**src/rtl/decode_if.sv**
```systemverilog
// -----------------------------------------------------------------------------
// decode_if
// Purpose : bundles the fetch-side handshake, the control inputs and the
//           decoded execute-side bundle of the decode stage into one interface.
// Params  : RA_W   register-address width (instruction width = 3*RA_W+7)
//           DATA_W datapath width of the sign-extended imm/off fields
// Signals : in_valid/in_ready/inst  fetch handshake and instruction word
//           flush, resume           pipeline control
//           out_valid/out_ready     execute handshake
//           dr,sa,sb,imm,off,mb,md,ld,mw,fs,bs  decoded bundle
//           halted, illegal         status
// Modports: master = fetch/execute environment, slave = decode stage
// -----------------------------------------------------------------------------
interface decode_if #(
  parameter int RA_W   = 3,
  parameter int DATA_W = 16
);
  localparam int INST_W = 3*RA_W + 7;

  logic              in_valid;
  logic              in_ready;
  logic [INST_W-1:0] inst;
  logic              flush;
  logic              resume;
  logic              out_valid;
  logic              out_ready;
  logic [RA_W-1:0]   dr;
  logic [RA_W-1:0]   sa;
  logic [RA_W-1:0]   sb;
  logic [DATA_W-1:0] imm;
  logic [DATA_W-1:0] off;
  logic              mb;
  logic              md;
  logic              ld;
  logic              mw;
  logic [2:0]        fs;
  logic [2:0]        bs;
  logic              halted;
  logic              illegal;

  modport master (
    output in_valid, inst, flush, resume, out_ready,
    input  in_ready, out_valid, dr, sa, sb, imm, off, mb, md, ld, mw, fs, bs,
           halted, illegal
  );

  modport slave (
    input  in_valid, inst, flush, resume, out_ready,
    output in_ready, out_valid, dr, sa, sb, imm, off, mb, md, ld, mw, fs, bs,
           halted, illegal
  );
endinterface

```
**src/rtl/decode_stage.sv**
```systemverilog
// -----------------------------------------------------------------------------
// decode_stage
// Purpose : registered instruction-decode stage between fetch and execute for
//           the 4-bit-opcode ISA. Adds valid/ready handshake, load-use
//           interlock, HALT/RESUME state machine and flush.
// Ports   : clk    rising-edge clock
//           rst_n  asynchronous active-low reset
//           bus    decode_if.slave (fetch handshake, flush/resume, decoded
//                  bundle, halted/illegal status)
// Config  : ILLEGAL_OP_EN - when defined, undefined opcodes capture a NOP
//           bundle, pulse illegal for one cycle and enter HALT. When not
//           defined they decode as NOP and illegal is tied 0.
// -----------------------------------------------------------------------------
module decode_stage #(
  parameter int RA_W   = 3,
  parameter int DATA_W = 16
) (
  input  logic     clk,
  input  logic     rst_n,
  decode_if.slave  bus
);
  localparam int INST_W = 3*RA_W + 7;
  localparam int IMM_W  = RA_W + 3;

  localparam logic [3:0] OP_NOP  = 4'b0000;
  localparam logic [3:0] OP_LD   = 4'b0010;
  localparam logic [3:0] OP_ST   = 4'b0100;
  localparam logic [3:0] OP_ADDI = 4'b0101;
  localparam logic [3:0] OP_ANDI = 4'b0110;
  localparam logic [3:0] OP_ORI  = 4'b0111;
  localparam logic [3:0] OP_B0   = 4'b1000;
  localparam logic [3:0] OP_B1   = 4'b1001;
  localparam logic [3:0] OP_B2   = 4'b1010;
  localparam logic [3:0] OP_B3   = 4'b1011;
  localparam logic [3:0] OP_R    = 4'b1111;
  localparam logic [2:0] BS_NONE = 3'b100;

  typedef struct packed {
    logic [RA_W-1:0]   dr;
    logic [RA_W-1:0]   sa;
    logic [RA_W-1:0]   sb;
    logic [DATA_W-1:0] imm;
    logic [DATA_W-1:0] off;
    logic              mb;
    logic              md;
    logic              ld;
    logic              mw;
    logic [2:0]        fs;
    logic [2:0]        bs;
  } bundle_t;

  typedef enum logic {ST_RUN = 1'b0, ST_HALT = 1'b1} state_e;

  // instruction fields: {op, rs, rt, rd, funct}; imm/offset = {rd, funct}
  logic [3:0]        op_s;
  logic [RA_W-1:0]   rs_s;
  logic [RA_W-1:0]   rt_s;
  logic [RA_W-1:0]   rd_s;
  logic [2:0]        funct_s;
  logic [IMM_W-1:0]  immf_s;
  logic [DATA_W-1:0] sext_s;

  assign op_s    = bus.inst[INST_W-1 -: 4];
  assign rs_s    = bus.inst[INST_W-5 -: RA_W];
  assign rt_s    = bus.inst[INST_W-5-RA_W -: RA_W];
  assign rd_s    = bus.inst[RA_W+2 -: RA_W];
  assign funct_s = bus.inst[2:0];
  assign immf_s  = bus.inst[IMM_W-1:0];
  assign sext_s  = {{(DATA_W-IMM_W){immf_s[IMM_W-1]}}, immf_s};

  bundle_t dec_s;
  logic    use_a_s;
  logic    use_b_s;
  logic    halt_req_s;
`ifdef ILLEGAL_OP_EN
  logic    illegal_op_s;
`endif

  // combinational decode of the presented instruction
  always_comb begin
    dec_s      = '0;
    dec_s.bs   = BS_NONE;
    use_a_s    = 1'b0;
    use_b_s    = 1'b0;
    halt_req_s = 1'b0;
`ifdef ILLEGAL_OP_EN
    illegal_op_s = 1'b0;
`endif
    case (op_s)
      OP_NOP: begin
        dec_s.fs   = funct_s;
        halt_req_s = (funct_s != 3'b000);
      end
      OP_LD: begin
        dec_s.dr = rt_s; dec_s.sa = rs_s; dec_s.imm = sext_s;
        dec_s.mb = 1'b1; dec_s.md = 1'b1; dec_s.ld = 1'b1;
        use_a_s  = 1'b1;
      end
      OP_ST: begin
        dec_s.sa = rs_s; dec_s.sb = rt_s; dec_s.imm = sext_s;
        dec_s.mb = 1'b1; dec_s.mw = 1'b1;
        use_a_s  = 1'b1; use_b_s = 1'b1;
      end
      OP_ADDI, OP_ANDI, OP_ORI: begin
        dec_s.dr = rt_s; dec_s.sa = rs_s; dec_s.imm = sext_s;
        dec_s.mb = 1'b1; dec_s.ld = 1'b1;
        dec_s.fs = (op_s == OP_ADDI) ? 3'b000 : ((op_s == OP_ANDI) ? 3'b101 : 3'b110);
        use_a_s  = 1'b1;
      end
      OP_R: begin
        dec_s.dr = rd_s; dec_s.sa = rs_s; dec_s.sb = rt_s;
        dec_s.fs = funct_s; dec_s.ld = 1'b1;
        use_a_s  = 1'b1; use_b_s = 1'b1;
      end
      OP_B0, OP_B1: begin
        dec_s.sa  = rs_s; dec_s.sb = rt_s; dec_s.fs = 3'b001;
        dec_s.bs  = (op_s == OP_B0) ? 3'b000 : 3'b001;
        dec_s.off = sext_s;
        use_a_s   = 1'b1; use_b_s = 1'b1;
      end
      OP_B2, OP_B3: begin
        dec_s.sa  = rs_s; dec_s.fs = 3'b010;
        dec_s.bs  = (op_s == OP_B2) ? 3'b010 : 3'b011;
        dec_s.off = sext_s;
        use_a_s   = 1'b1;
      end
      4'b0001, 4'b0011, 4'b1100, 4'b1101, 4'b1110: begin
`ifdef ILLEGAL_OP_EN
        illegal_op_s = 1'b1;
        halt_req_s   = 1'b1;
`else
        halt_req_s   = 1'b0;
`endif
      end
      default: dec_s.bs = BS_NONE;
    endcase
  end

  state_e  state_q, state_d;
  bundle_t bundle_q, bundle_d;
  logic    out_valid_q, out_valid_d;
  logic    ld_bub_q, ld_bub_d;
  logic    in_ready_s, halted_s, capture_s;
  logic    hit_s, hazard_s;

  // ld_bub is only ever set in the cycle right after a load was captured, so
  // the output register still holds that load and its dr is bundle_q.dr.
  assign hit_s     = (use_a_s && (rs_s == bundle_q.dr)) || (use_b_s && (rt_s == bundle_q.dr));
  assign hazard_s  = hit_s && ((out_valid_q && bundle_q.md) || ld_bub_q);
  assign capture_s = bus.in_valid && in_ready_s;

  // FSM state register
  always_ff @(posedge clk or negedge rst_n) begin
    if (!rst_n) begin
      state_q <= ST_RUN;
    end else begin
      state_q <= state_d;
    end
  end

  // FSM next state: flush always wins, resume only matters in HALT
  always_comb begin
    state_d = state_q;
    case (state_q)
      ST_RUN: begin
        if (bus.flush)                    state_d = ST_RUN;
        else if (capture_s && halt_req_s) state_d = ST_HALT;
        else                              state_d = ST_RUN;
      end
      ST_HALT: begin
        if (bus.flush || bus.resume) state_d = ST_RUN;
        else                         state_d = ST_HALT;
      end
      default: state_d = ST_RUN;
    endcase
  end

  // FSM outputs: acceptance and halt status
  always_comb begin
    halted_s   = (state_q == ST_HALT);
    in_ready_s = (state_q == ST_RUN) && !bus.flush && !hazard_s &&
                 (!out_valid_q || bus.out_ready);
  end

  // output-register next state; fields change only on capture
  always_comb begin
    bundle_d    = bundle_q;
    out_valid_d = out_valid_q;
    ld_bub_d    = 1'b0;
    if (bus.flush) begin
      out_valid_d = 1'b0;
    end else if (capture_s) begin
      out_valid_d = 1'b1;
      bundle_d    = dec_s;
      ld_bub_d    = dec_s.md;
    end else if (bus.out_ready) begin
      out_valid_d = 1'b0;
    end else begin
      out_valid_d = out_valid_q;
    end
  end

  // output bundle and interlock registers
  always_ff @(posedge clk or negedge rst_n) begin
    if (!rst_n) begin
      bundle_q    <= '{bs: BS_NONE, default: '0};
      out_valid_q <= 1'b0;
      ld_bub_q    <= 1'b0;
    end else begin
      bundle_q    <= bundle_d;
      out_valid_q <= out_valid_d;
      ld_bub_q    <= ld_bub_d;
    end
  end

`ifdef ILLEGAL_OP_EN
  logic illegal_q, illegal_d;
  assign illegal_d = capture_s && illegal_op_s;

  // one-cycle pulse accompanying a captured undefined opcode
  always_ff @(posedge clk or negedge rst_n) begin
    if (!rst_n) begin
      illegal_q <= 1'b0;
    end else begin
      illegal_q <= illegal_d;
    end
  end
  assign bus.illegal = illegal_q;
`else
  assign bus.illegal = 1'b0;
`endif

  assign bus.in_ready  = in_ready_s;
  assign bus.halted    = halted_s;
  assign bus.out_valid = out_valid_q;
  assign bus.dr        = bundle_q.dr;
  assign bus.sa        = bundle_q.sa;
  assign bus.sb        = bundle_q.sb;
  assign bus.imm       = bundle_q.imm;
  assign bus.off       = bundle_q.off;
  assign bus.mb        = bundle_q.mb;
  assign bus.md        = bundle_q.md;
  assign bus.ld        = bundle_q.ld;
  assign bus.mw        = bundle_q.mw;
  assign bus.fs        = bundle_q.fs;
  assign bus.bs        = bundle_q.bs;
endmodule
```
**src/flat_wrapper.sv**
```systemverilog
// flat-port wrapper written by rule: the top's interface ports become plain ports
module decode_stage_flat 
#(
  parameter int RA_W   = 3,
  parameter int DATA_W = 16
)
  (clk, rst_n, bus_in_valid, bus_inst, bus_flush, bus_resume, bus_out_ready, bus_in_ready, bus_out_valid, bus_dr, bus_sa, bus_sb, bus_imm, bus_off, bus_mb, bus_md, bus_ld, bus_mw, bus_fs, bus_bs, bus_halted, bus_illegal);
  decode_if #(.RA_W(RA_W), .DATA_W(DATA_W)) bus_i ();
  input  logic clk;
  input  logic rst_n;
  input wire logic [$bits(bus_i.in_valid)-1:0] bus_in_valid;
  input wire logic [$bits(bus_i.inst)-1:0] bus_inst;
  input wire logic [$bits(bus_i.flush)-1:0] bus_flush;
  input wire logic [$bits(bus_i.resume)-1:0] bus_resume;
  input wire logic [$bits(bus_i.out_ready)-1:0] bus_out_ready;
  output wire logic [$bits(bus_i.in_ready)-1:0] bus_in_ready;
  output wire logic [$bits(bus_i.out_valid)-1:0] bus_out_valid;
  output wire logic [$bits(bus_i.dr)-1:0] bus_dr;
  output wire logic [$bits(bus_i.sa)-1:0] bus_sa;
  output wire logic [$bits(bus_i.sb)-1:0] bus_sb;
  output wire logic [$bits(bus_i.imm)-1:0] bus_imm;
  output wire logic [$bits(bus_i.off)-1:0] bus_off;
  output wire logic [$bits(bus_i.mb)-1:0] bus_mb;
  output wire logic [$bits(bus_i.md)-1:0] bus_md;
  output wire logic [$bits(bus_i.ld)-1:0] bus_ld;
  output wire logic [$bits(bus_i.mw)-1:0] bus_mw;
  output wire logic [$bits(bus_i.fs)-1:0] bus_fs;
  output wire logic [$bits(bus_i.bs)-1:0] bus_bs;
  output wire logic [$bits(bus_i.halted)-1:0] bus_halted;
  output wire logic [$bits(bus_i.illegal)-1:0] bus_illegal;
  assign bus_i.in_valid = bus_in_valid;
  assign bus_i.inst = bus_inst;
  assign bus_i.flush = bus_flush;
  assign bus_i.resume = bus_resume;
  assign bus_i.out_ready = bus_out_ready;
  assign bus_in_ready = bus_i.in_ready;
  assign bus_out_valid = bus_i.out_valid;
  assign bus_dr = bus_i.dr;
  assign bus_sa = bus_i.sa;
  assign bus_sb = bus_i.sb;
  assign bus_imm = bus_i.imm;
  assign bus_off = bus_i.off;
  assign bus_mb = bus_i.mb;
  assign bus_md = bus_i.md;
  assign bus_ld = bus_i.ld;
  assign bus_mw = bus_i.mw;
  assign bus_fs = bus_i.fs;
  assign bus_bs = bus_i.bs;
  assign bus_halted = bus_i.halted;
  assign bus_illegal = bus_i.illegal;
  decode_stage #(.RA_W(RA_W), .DATA_W(DATA_W)) u_core (.clk(clk), .rst_n(rst_n), .bus(bus_i));
endmodule
```
**config.mk**
```make
export PLATFORM = sky130hd
export DESIGN_NAME = decode_stage_flat
export DESIGN_NICKNAME = d
export VERILOG_FILES = /design/src/rtl/decode_if.sv /design/src/rtl/decode_stage.sv /design/src/flat_wrapper.sv
export SDC_FILE = /design/constraint.sdc
export NUM_CORES = 1
export LEC_CHECK = 0
export ABC_AREA = 1
export CAP_MARGIN = 20
export CORE_ASPECT_RATIO = 1.25
export CORE_MARGIN = 5
export CORE_UTILIZATION = 40
export CTS_BUF_LIST = sky130_fd_sc_hd__clkbuf_16
export CTS_CLUSTER_SIZE = 25
export DETAILED_ROUTE_END_ITERATION = 8
export GPL_ROUTABILITY_DRIVEN = 0
export HOLD_SLACK_MARGIN = 0.06
export PLACE_DENSITY = 0.85
export SETUP_SLACK_MARGIN = 0.15
export SKIP_CTS_REPAIR_TIMING = 1
export SLEW_MARGIN = 0
export SYNTH_ARGS = -nofsm -noshare
export SYNTH_HDL_FRONTEND = slang
export SYNTH_SLANG_ARGS = --single-unit
```
**constraint.sdc**
```tcl
create_clock -name clk -period 1.3 [get_ports clk]
set_input_delay 0.325 -clock clk [delete_from_list [all_inputs] [get_ports clk]]
set_output_delay 0.325 -clock clk [all_outputs]
set_load 0.02 [all_outputs]
```
==> key figures, run 1 <==
STA
  – Tmin final: 1.91 ns
  – Final Max Slew Viols: 0
  – Final setup viols: 55
  – Hold Slack: 0.418 ns
  – Fmax: 524 MHz
  – Post-route clock period utilization: 147%
  – RSZ-0062 raised after global routing: yes
  – Final Hold Viols: 0
  – Skew final: 0.00542 ns
  – Worst setup margin: -0.608 ns

Worst setup path
  – Crit-path leading delay family: simple AND/OR/NAND/NOR gates
  – Critical path arrival: 1.58 ns
  – Cell Chain, Critical Path: xnor2_2, nand2_1, nor2_2, nand2_1, nand2_2, a21boi_4, buf_6
  – WP depth: 7
  – Critical Path Start Type: register
  – Req. time, crit path: 0.98 ns
  – Crit-path max FO: 4
  – Critical path buffers and inverters: 1
  – CP dominant cell by count: nand2_1
  – Setup CP Type: register to output pin
  – R2R cell count: 11
  – Crit. End Element: output pin
  – CP peak stage delay: 0.44 ns
  – Slowest cell on crit path: dfrtp_2

Place
  – HPWL Detailed: 4440 µm
  – Placed cell count: 410
  – Setup WS pre-CTS: -1.24 ns
  – Buffers on Ports: 75

Global routing
  – Grt ovf: 0
  – Global-route wire length before repair: 9520 µm
  – Total track usage: 19.2%
  – Largest net degree at the start of global routing: 35
  – Initial antenna violation count: 0
  – Vias in the first global route: 1,980

Clocking
  – H-tree depth reported by CTS: 2
  – CTS tree: built
  – Clk buf depth: 2
  – Clk sink count: 34
  – Reg clk slew, reported paths: 0.06 ns
  – Inserted Clock Buffers: 5
  – Clk root buf: clkbuf_16
  – Skew-Pair Late Insertion Delay: 0.28 ns

Cells and area
  – Final net count: 408
  – Ant diodes: 0
  – Synth-to-layout area growth: 77.3%
  – Fill cell count: 309
  – Layout cells sized above 1: 39.3%
  – Fin cells: 447

Logic synthesis
  – Post-synth EDFFs: 0
  – Distinct cells, synth: 28
  – Post-Syn Nets: 294
  – Ys Warns: 0
  – Avg Cell Area, Syn: 7.38 µm²
  – Count leader, synth: nand2_1
  – Yosys reg bits: 34
  – Register area share after synthesis: 42.4%
  – Synth Flop Type: dfrtp_1
  – Asr flop ratio synth: 100%
  – Cell taking the most area after synthesis: dfrtp_1
  – Synth top cells by count: nand2_1, dfrtp_1, nand4_1
  – Post-synth top area share: 41.1%
  – Mapped Area: 2010 µm²
  – Synth area leaders: dfrtp_1, nand2_1, nand4_1, buf_4, inv_1
  – Post-Syn Instances: 272

Status
  – Outcome: complete, but fails checks
  – Failing checks: negative setup slack

Die
  – IO Count: 77
  – Core ar.: 4800 µm²
  – Die height: 89.2 µm
  – FP Rows: 28
  – Die W: 73.4 µm
  – Initial Utilization: 41.8%
  – Full die area: 6550 µm²

Drt
  – Routed len/inst: 17.9 µm
  – Final wirelength: 7990 µm
  – 1st-pass router iterations: 5
  – Vias per cell: 5.31
  – DR vias: 2,375
  – 1st-iter DRT viols: 314
  – ANT nets after route: 0
  – Residual DRC count: 0

Power
  – Power per cell area: 1120 nW/µm²
  – P_leak: 2.04 nW
  – VDD IR max: 1190 µV

Flow run
  – MaxCap Viol Count: 0

Hold path
  – Hold Crit Class: input pin to asynchronous set/reset pin
final cells by class:
type	instances	area (µm²)	area share, %
well taps	60	75.1	2.11
repair buffers	141	1440	40.5
inverters	32	139	3.90
clock inverters	3	37.5	1.05
clock buffers	5	125	3.51
multi-input cells	172	883	24.8
flip-flops and latches	34	858	24.1
layer usage:
| metal | wire [µm] | GRT usage, % | vias to the layer above |
|---|---|---|---|
| met5 | 0 | 0 | - |
| met4 | 433 | 9.72 | 0 |
| met3 | 670 | 4.95 | 41 |
| met2 | 4160 | 32.5 | 160 |
| met1 | 2720 | 22.3 | 1103 |
| li1 | - | - | 1071 |
sequential cells by signal, summed over array words and instances, names as in the netlist:
| signal | count |
|---|---|
| u_core.bus.bs | 3 |
| u_core.bus.dr | 3 |
| u_core.bus.fs | 3 |
| u_core.bus.halted | 1 |
| u_core.bus.imm | 6 |
| u_core.bus.ld | 1 |
| u_core.bus.mb | 1 |
| u_core.bus.md | 1 |
| u_core.bus.mw | 1 |
| u_core.bus.off | 6 |
| u_core.bus.out_valid | 1 |
| u_core.bus.sa | 3 |
| u_core.bus.sb | 3 |
| u_core.ld_bub_q | 1 |
stage by stage:
stage	instance area [µm²]	TNS, ns	util [%]	power, W
floorplan	2090	-3.66	-	0.00184
global placement	3000	-29.86	62.6	0.00233
detailed placement	3000	-33.35	62.6	0.00236
CTS	3170	-39.74	66.0	0.00369
global route	3560	-20.89	74.2	0.00411
finish	3560	-18.89	74.2	0.00398
kinds of logic after synthesis:
family	Yosys count	share of synthesized area [%]
compound gates	13	3.93
other cells	1	0.187
xor+xnor	4	1.74
simple gates	154	34.7
buf+inv	66	17.0
flops	34	42.4
report_power, final:
part,switching (W),total (W),internal [W]
combinational,0.000695,0.00136,0.000670
clock,0.000467,0.00136,0.000891
sequential,0.0000897,0.00126,0.00117
total,0.00125,0.00398,0.00273
cell usage in the layout (no fill, tap or decap), drive strengths merged:
cell	netlist	final
a31oi	1	1
xor2	1	1
o22ai	1	1
inv	32	34
conb	1	1
o21ai	7	7
dfrtp	33	33
clkbuf	6	10
nand2	88	88
o211ai	1	1
clkdlybuf4s50	0	12
buf	28	115
dlymetal6s2s	0	9
nor3	1	1
a21oi	1	1
nand3	6	6
a21boi	1	1
nor2	27	27
dfstp	1	1
xnor2	3	3
a21o	1	1
bufinv	0	1
nand4	32	32
worst paths after layout:
kind                                      to        startpoint  slack (ns)
min                         u_core.bus.dr[2]             rst_n        0.42
max                             bus_in_ready  u_core.bus.dr[0]       -0.61
max reg2reg                u_core.bus.off[0]  u_core.bus.dr[0]       -0.57
min reg2reg                 u_core.bus.bs[2]  u_core.bus.bs[2]        0.47
min in group clk            u_core.bus.sa[0]       bus_inst[9]        0.47
max in group asynchronous   u_core.bus.bs[2]             rst_n        0.62
Power figures use the tool's default switching activity.
==> run 2: changes to the inputs <==
MAX_ROUTING_LAYER = met4   (was not set)
==> key figures, run 2 (synthesized netlist as in run 1, its figures left out) <==
Status
  – Outcome: complete, but fails checks
  – Failing checks: negative setup slack

Clocking
  – Clk sink count: 34 (unchanged)
  – Inserted Clock Buffers: 5 (unchanged)
  – CTS tree: built
  – Clk root buf: clkbuf_16
  – H-tree depth reported by CTS: 2 (unchanged)
  – Clk buf depth: 2 (unchanged)
  – Skew-Pair Late Insertion Delay: 0.29 ns (about the same)
  – Reg clk slew, reported paths: 0.06 ns (about the same)

Global routing
  – Global-route wire length before repair: 9520 µm (about the same)
  – Initial antenna violation count: 0 (unchanged)
  – Grt ovf: 0 (unchanged)
  – Vias in the first global route: 1,982 (+0.10%)
  – Total track usage: 19.7% (+0.58 points)
  – Largest net degree at the start of global routing: 35 (unchanged)

Drt
  – Routed len/inst: 18.1 µm (+1.2%)
  – ANT nets after route: 0 (unchanged)
  – Vias per cell: 5.40 (+1.7%)
  – DR vias: 2,416 (+1.7%)
  – 1st-iter DRT viols: 226 (-28%)
  – Final wirelength: 8090 µm (+1.2%)
  – 1st-pass router iterations: 5 (unchanged)
  – Residual DRC count: 0 (unchanged)

Die
  – Initial Utilization: 41.8% (unchanged)
  – Core ar.: 4800 µm² (unchanged)
  – Full die area: 6550 µm² (unchanged)
  – IO Count: 77 (unchanged)
  – Die height: 89.2 µm (unchanged)
  – Die W: 73.4 µm (unchanged)
  – FP Rows: 28 (unchanged)

STA
  – Final Max Slew Viols: 0 (unchanged)
  – Skew final: 0.00586 ns (+0.000448 ns)
  – Final Hold Viols: 0 (unchanged)
  – Post-route clock period utilization: 150% (+3.1 points)
  – Fmax: 513 MHz (-2.0%)
  – Setup_tns: -19.27 ns (-0.377 ns)
  – RSZ-0062 raised after global routing: yes
  – Final setup viols: 55 (unchanged)
  – Tmin final: 1.95 ns (+0.0398 ns)
  – Worst setup margin: -0.648 ns (-0.0398 ns)

Worst setup path
  – Critical Path Start Type: register
  – Crit. End Element: register
  – Cell Chain, Critical Path: xnor2_2, nand2_1, nor2_2, nand2_1, nand2_2, buf_4, nand2_8, nand3_4, clkbuf_16, nand2_1, nand2_1
  – Req. time, crit path: 1.50 ns (+0.52 ns)
  – CP peak stage delay: 0.44 ns (about the same)
  – Critical path arrival: 2.15 ns (+0.57 ns)
  – Setup slack, reg-to-reg: -0.65 ns (-0.08 ns)
  – CP dominant cell by count: nand2_1
  – Crit-path max FO: 6 (+2)
  – Slowest cell on crit path: dfrtp_2
  – RR Endpoint: u_core.bus.off[0]
  – R2R cell count: 11 (unchanged)
  – Setup CP Type: register to register
  – Worst r2r src: u_core.bus.dr[0]

Cells and area
  – Commonest non-fill, non-tap cell in the layout: nand2_1
  – Layout cells sized above 1: 39.3% (unchanged)
  – Final instance area: 3560 µm² (unchanged)
  – Ant diodes: 0 (unchanged)
  – Register Area: 858 µm² (unchanged)
  – Multi-input gate area: 883 µm² (unchanged)
  – Final net count: 408 (unchanged)
  – Most frequent cells in the layout: nand2_1, buf_6, buf_4
  – Synth-to-layout area growth: 77.3% (unchanged)
  – Fill cell count: 309 (unchanged)
  – Final design utilization: 74.2% (unchanged)

Place
  – HPWL Detailed: 4440 µm (unchanged)
  – Setup WS pre-CTS: -1.24 ns (unchanged)
  – Buffers on Ports: 75 (unchanged)
  – Area of placed instances: 3000 µm² (unchanged)

Power
  – VDD IR max: 1200 µV (+0.19%)
  – Clk network pwr share: 34.0% (about the same)
  – Sw frac: 31.5% (+0.066 points)
  – Comb pwr share: 34.3% (about the same)
  – Sequential share of power: 31.7% (about the same)
  – Power per cell area: 1120 nW/µm² (about the same)
  – Sw Pwr: 0.00126 W (+0.30%)
  – P_leak: 2.04 nW (unchanged)
  – Internal: 0.00273 W (about the same)

Hold path
  – Hold Crit Class: input pin to asynchronous set/reset pin

Flow run
  – MaxCap Viol Count: 0 (unchanged)
==> run 2: cell counts in the layout (fill, tap and decap cells not counted) <==
No cell type changed its count.
==> run 2: final cells by class <==
class,count,area share [%]
Tap cell,60,2.11
Multi-Input combinational cell,172,24.8
Clock inverter,3,1.05
Sequential cell,34,24.1
Clock buffer,5,3.51
Inverter,32,3.90
Timing Repair Buffer,141,40.5
==> run 2: worst max-delay path by stage <==
stage / cells past startpoint / from / to
global placement: 10 / bus_inst[13] / bus_in_ready
floorplan: 4 / u_core.bus.out_valid / bus_in_ready
global route: 11 / u_core.bus.dr[1] / u_core.bus.off[0]
detailed placement: 9 / bus_inst[13] / bus_in_ready
finish: 11 / u_core.bus.dr[0] / u_core.bus.off[0]
CTS: 9 / bus_inst[13] / bus_in_ready
==> run 2: worst max-delay path, delay by kind of cell (launching register included) <==
kind          cells  cell delay [ns]
buf+inv           2             0.32
xor+xnor          1             0.13
flops             1             0.44
simple gates      8             0.94
==> run 2: power by group through the flow <==
stage          logic (W)  clock network, W  registers, W
6_report         0.00137           0.00136       0.00126
5_1_grt          0.00144           0.00141       0.00127
4_1_cts          0.00110           0.00134       0.00125
3_5_place_dp     0.00109                 0       0.00127
3_3_place_gp     0.00107                 0       0.00126
2_1_floorplan   0.000446                 0       0.00140
==> run 2: per-layer routing <==
metal | up-vias | track usage (%) | wire length, µm
met3 | 40 | 4.39 | 709
met1 | 1131 | 22.6 | 2810
met4 | 0 | 9.72 | 362
li1 | 1076 | - | -
met2 | 169 | 32.5 | 4210
met5 | - | - | 0
==> run 2: per-stage QoR <==
step                      cells  hold slack (ns)  total power (W)
after global routing        447            0.453          0.00412
after global placement      410            0.454          0.00233
final                       447            0.416          0.00399
after CTS                   418            0.436          0.00369
after detailed placement    410            0.454          0.00236
after floorplan             272           0.0294          0.00184
==> run 3: changes to the inputs <==
ABC_AREA = not set   (was 1)
CAP_MARGIN = 30   (was 20)
CORE_UTILIZATION = 39   (was 40)
PLACE_DENSITY = 0.84   (was 0.85)
==> key figures, run 3 <==
Logic synthesis
  – Post-synth top area share: 42.0% (+0.92 points)
  – Count leader, synth: dfrtp_1
  – Yosys reg bits: 34 (unchanged)
  – Post-Syn Instances: 203 (-25%)
  – Post-Synth XOR/XNOR Area: 2.68% (+0.93 points)
  – Ys Warns: 0 (unchanged)
  – Mapped Area: 1960 µm² (-2.2%)
  – Post-synthesis simple-gate area fraction: 13.1% (-22 points)
  – Avg Cell Area, Syn: 9.68 µm² (+31%)
  – Post-synthesis mux area share: 17.3% (+17 points)
  – Synth area leaders: dfrtp_1, mux2i_1, buf_4, nand2_1, inv_1
  – Asr flop ratio synth: 100% (unchanged)
  – Post-synth EDFFs: 0 (unchanged)
  – Post-Syn Nets: 225 (-23%)
  – Register area share after synthesis: 43.4% (+0.95 points)
  – Synth top cells by count: dfrtp_1, nand2_1, inv_1
  – Cell taking the most area after synthesis: dfrtp_1
  – Synth Area in Compound Gates: 7.13% (+3.2 points)
  – Main combinational cell family by area after synthesis: multiplexers
  – Synth Flop Type: dfrtp_1
  – Area share of fa/ha/maj cells after synthesis: 0% (unchanged)
  – Distinct cells, synth: 37 (+32%)

STA
  – Hold Slack: 0.360 ns (-0.0558 ns)
  – Tmin final: 1.97 ns (+0.0243 ns)
  – Post-route clock period utilization: 152% (+1.9 points)
  – RSZ-0062 raised after global routing: yes
  – Final setup viols: 44 (-20%)
  – Worst slew margin: 64.8%
  – Worst setup margin: -0.672 ns (-0.0243 ns)
  – Fmax: 507 MHz (-1.2%)
  – Final Max Slew Viols: 0 (unchanged)
  – Skew final: 0.00579 ns (-0.0000767 ns)
  – Actual slew at the worst max-slew pin: 0.523 ns
  – Final Hold Viols: 0 (unchanged)

Worst setup path
  – Crit-path leading delay family: simple AND/OR/NAND/NOR gates
  – CP peak stage delay: 0.44 ns (about the same)
  – Critical Path Start Type: register
  – Crit-path max FO: 4 (-2)
  – Req. time, crit path: 0.98 ns (-0.52 ns)
  – Setup CP Type: register to output pin
  – Cell Chain, Critical Path: xor2_2, nor4_2, a22oi_2, and2_4, buf_6
  – Critical path arrival: 1.65 ns (-0.50 ns)
  – Crit. End Element: output pin
  – Slowest cell on crit path: dfrtp_2
  – Critical path buffers and inverters: 1 (-1)

Place
  – Setup WS pre-CTS: -1.32 ns (-0.0825 ns)
  – HPWL Detailed: 3900 µm (-12%)
  – Buffers on Ports: 75 (unchanged)

Status
  – Failing checks: negative setup slack
  – Outcome: complete, but fails checks

Clocking
  – Clk root buf: clkbuf_16
  – Reg clk slew, reported paths: 0.05 ns (about the same)
  – CTS tree: built
  – H-tree depth reported by CTS: 2 (unchanged)
  – Skew-Pair Late Insertion Delay: 0.28 ns (about the same)
  – Clk sink count: 34 (unchanged)
  – Inserted Clock Buffers: 5 (unchanged)
  – Clk buf depth: 2 (unchanged)

Power
  – VDD IR max: 877 µV (-27%)
  – Power per cell area: 1190 nW/µm² (+6.5%)
  – P_leak: 1.74 nW (-15%)

Die
  – Die W: 73.5 µm (+0.14%)
  – IO Count: 77 (unchanged)
  – Initial Utilization: 39.5% (-2.3 points)
  – FP Rows: 29 (+3.6%)
  – Core ar.: 4970 µm² (+3.6%)
  – Die height: 89.4 µm (+0.15%)
  – Full die area: 6570 µm² (+0.29%)

Global routing
  – Largest net degree at the start of global routing: 22 (-37%)
  – Vias in the first global route: 1,658 (-16%)
  – Initial antenna violation count: 1 (+1)
  – Met1 Use GR: 18.8% (-3.7 points)
  – Global-route wire length before repair: 8070 µm (-15%)
  – Gr busiest metal: met2
  – Total track usage: 17.0% (-2.7 points)
  – Met2 Usage GRT: 28.8% (-3.8 points)
  – Grt ovf: 0 (unchanged)
  – GR Util met3: 4.16% (-0.22 points)

Drt
  – Vias per cell: 4.74 (-12%)
  – 1st-iter DRT viols: 69 (-69%)
  – DR vias: 1,802 (-25%)
  – ANT nets after route: 0 (unchanged)
  – 1st-pass router iterations: 4 (-1)
  – Routed len/inst: 15.5 µm (-15%)
  – Final wirelength: 5880 µm (-27%)
  – Residual DRC count: 0 (unchanged)

Cells and area
  – Most frequent cells in the layout: buf_6, buf_4, nand2_1, dfrtp_1, inv_1
  – Final design utilization: 68.1% (-6.1 points)
  – Synth-to-layout area growth: 72.2%
  – Layout cells sized above 1: 45.4% (+6.1 points)
  – Final net count: 339 (-17%)
  – Commonest non-fill, non-tap cell in the layout: buf_6

Flow run
  – MaxCap Viol Count: 0 (unchanged)

Hold path
  – Hold Crit Class: input pin to register
-- run 3: kinds of logic (layout without fill, tap and decap cells) --
kind of cell / Yosys count / in the layout
other: 1 / 2
AO/OA/AOI/OAI: 21 / 21
flip-flops: 34 / 34
multiplexers: 31 / 31
buffers and inverters: 58 / 171
AND/OR/NAND/NOR: 52 / 53
XOR/XNOR: 6 / 6
-- run 3: path summary, 6_finish.rpt --
kind / start / to / slack [ns] / cells after the start
min: bus_inst[9] / u_core.bus.sa[0] / 0.36 / 3
max reg2reg: u_core.bus.out_valid / u_core.bus.mb / -0.58 / 6
max in group asynchronous: rst_n / u_core.bus.dr[0] / 0.37 / 3
min in group asynchronous: rst_n / u_core.bus.bs[0] / 0.49 / 2
max: u_core.bus.dr[2] / bus_in_ready / -0.67 / 5
min reg2reg: u_core.bus.bs[2] / u_core.bus.bs[2] / 0.47 / 2
-- run 3: where the power goes --
group          internal [W]  switching, W
Clock              0.000885      0.000413
Combinational      0.000773      0.000667
Sequential          0.00119      0.000106
Total               0.00285       0.00119
-- run 3: worst reg2reg max path: stages (launching register included) --
cell and delay, ns:
dfrtp_1 0.39, a21oi_1 0.30, nor4_2 0.11, a22oi_2 0.23, and3_4 0.31, buf_4 0.14, mux2_4 0.28
-- run 3: layout make-up --
type,instances,area (µm²)
Timing Repair Buffer,137,1340
Multi-Input combinational cell,112,842
Fill cell,350,1590
Antenna cell,1,2.50
Inverter,27,101
Tap cell,62,77.6
Clock inverter,2,33.8
Sequential cell,34,858
Clock buffer,5,125
-- run 3: per-layer routing --
| layer | vias up | share of wire, % |
|---|---|---|
| li1 | 868 | - |
| met1 | 866 | 38 |
| met2 | 57 | 55 |
| met3 | 11 | 5.1 |
| met4 | 0 | 1.9 |
| met5 | - | 0 |
-- run 3: stage by stage --
stage	setup TNS, ns	instance area, µm²	cells	total power (W)
6_report	-19.20	3380	380	0.00404
5_1_grt	-23.39	3380	380	0.00422
4_1_cts	-51.62	3030	353	0.00382
3_5_place_dp	-45.55	2870	346	0.00251
3_3_place_gp	-44.10	2870	346	0.00248
2_1_floorplan	-15.91	1980	203	0.00194
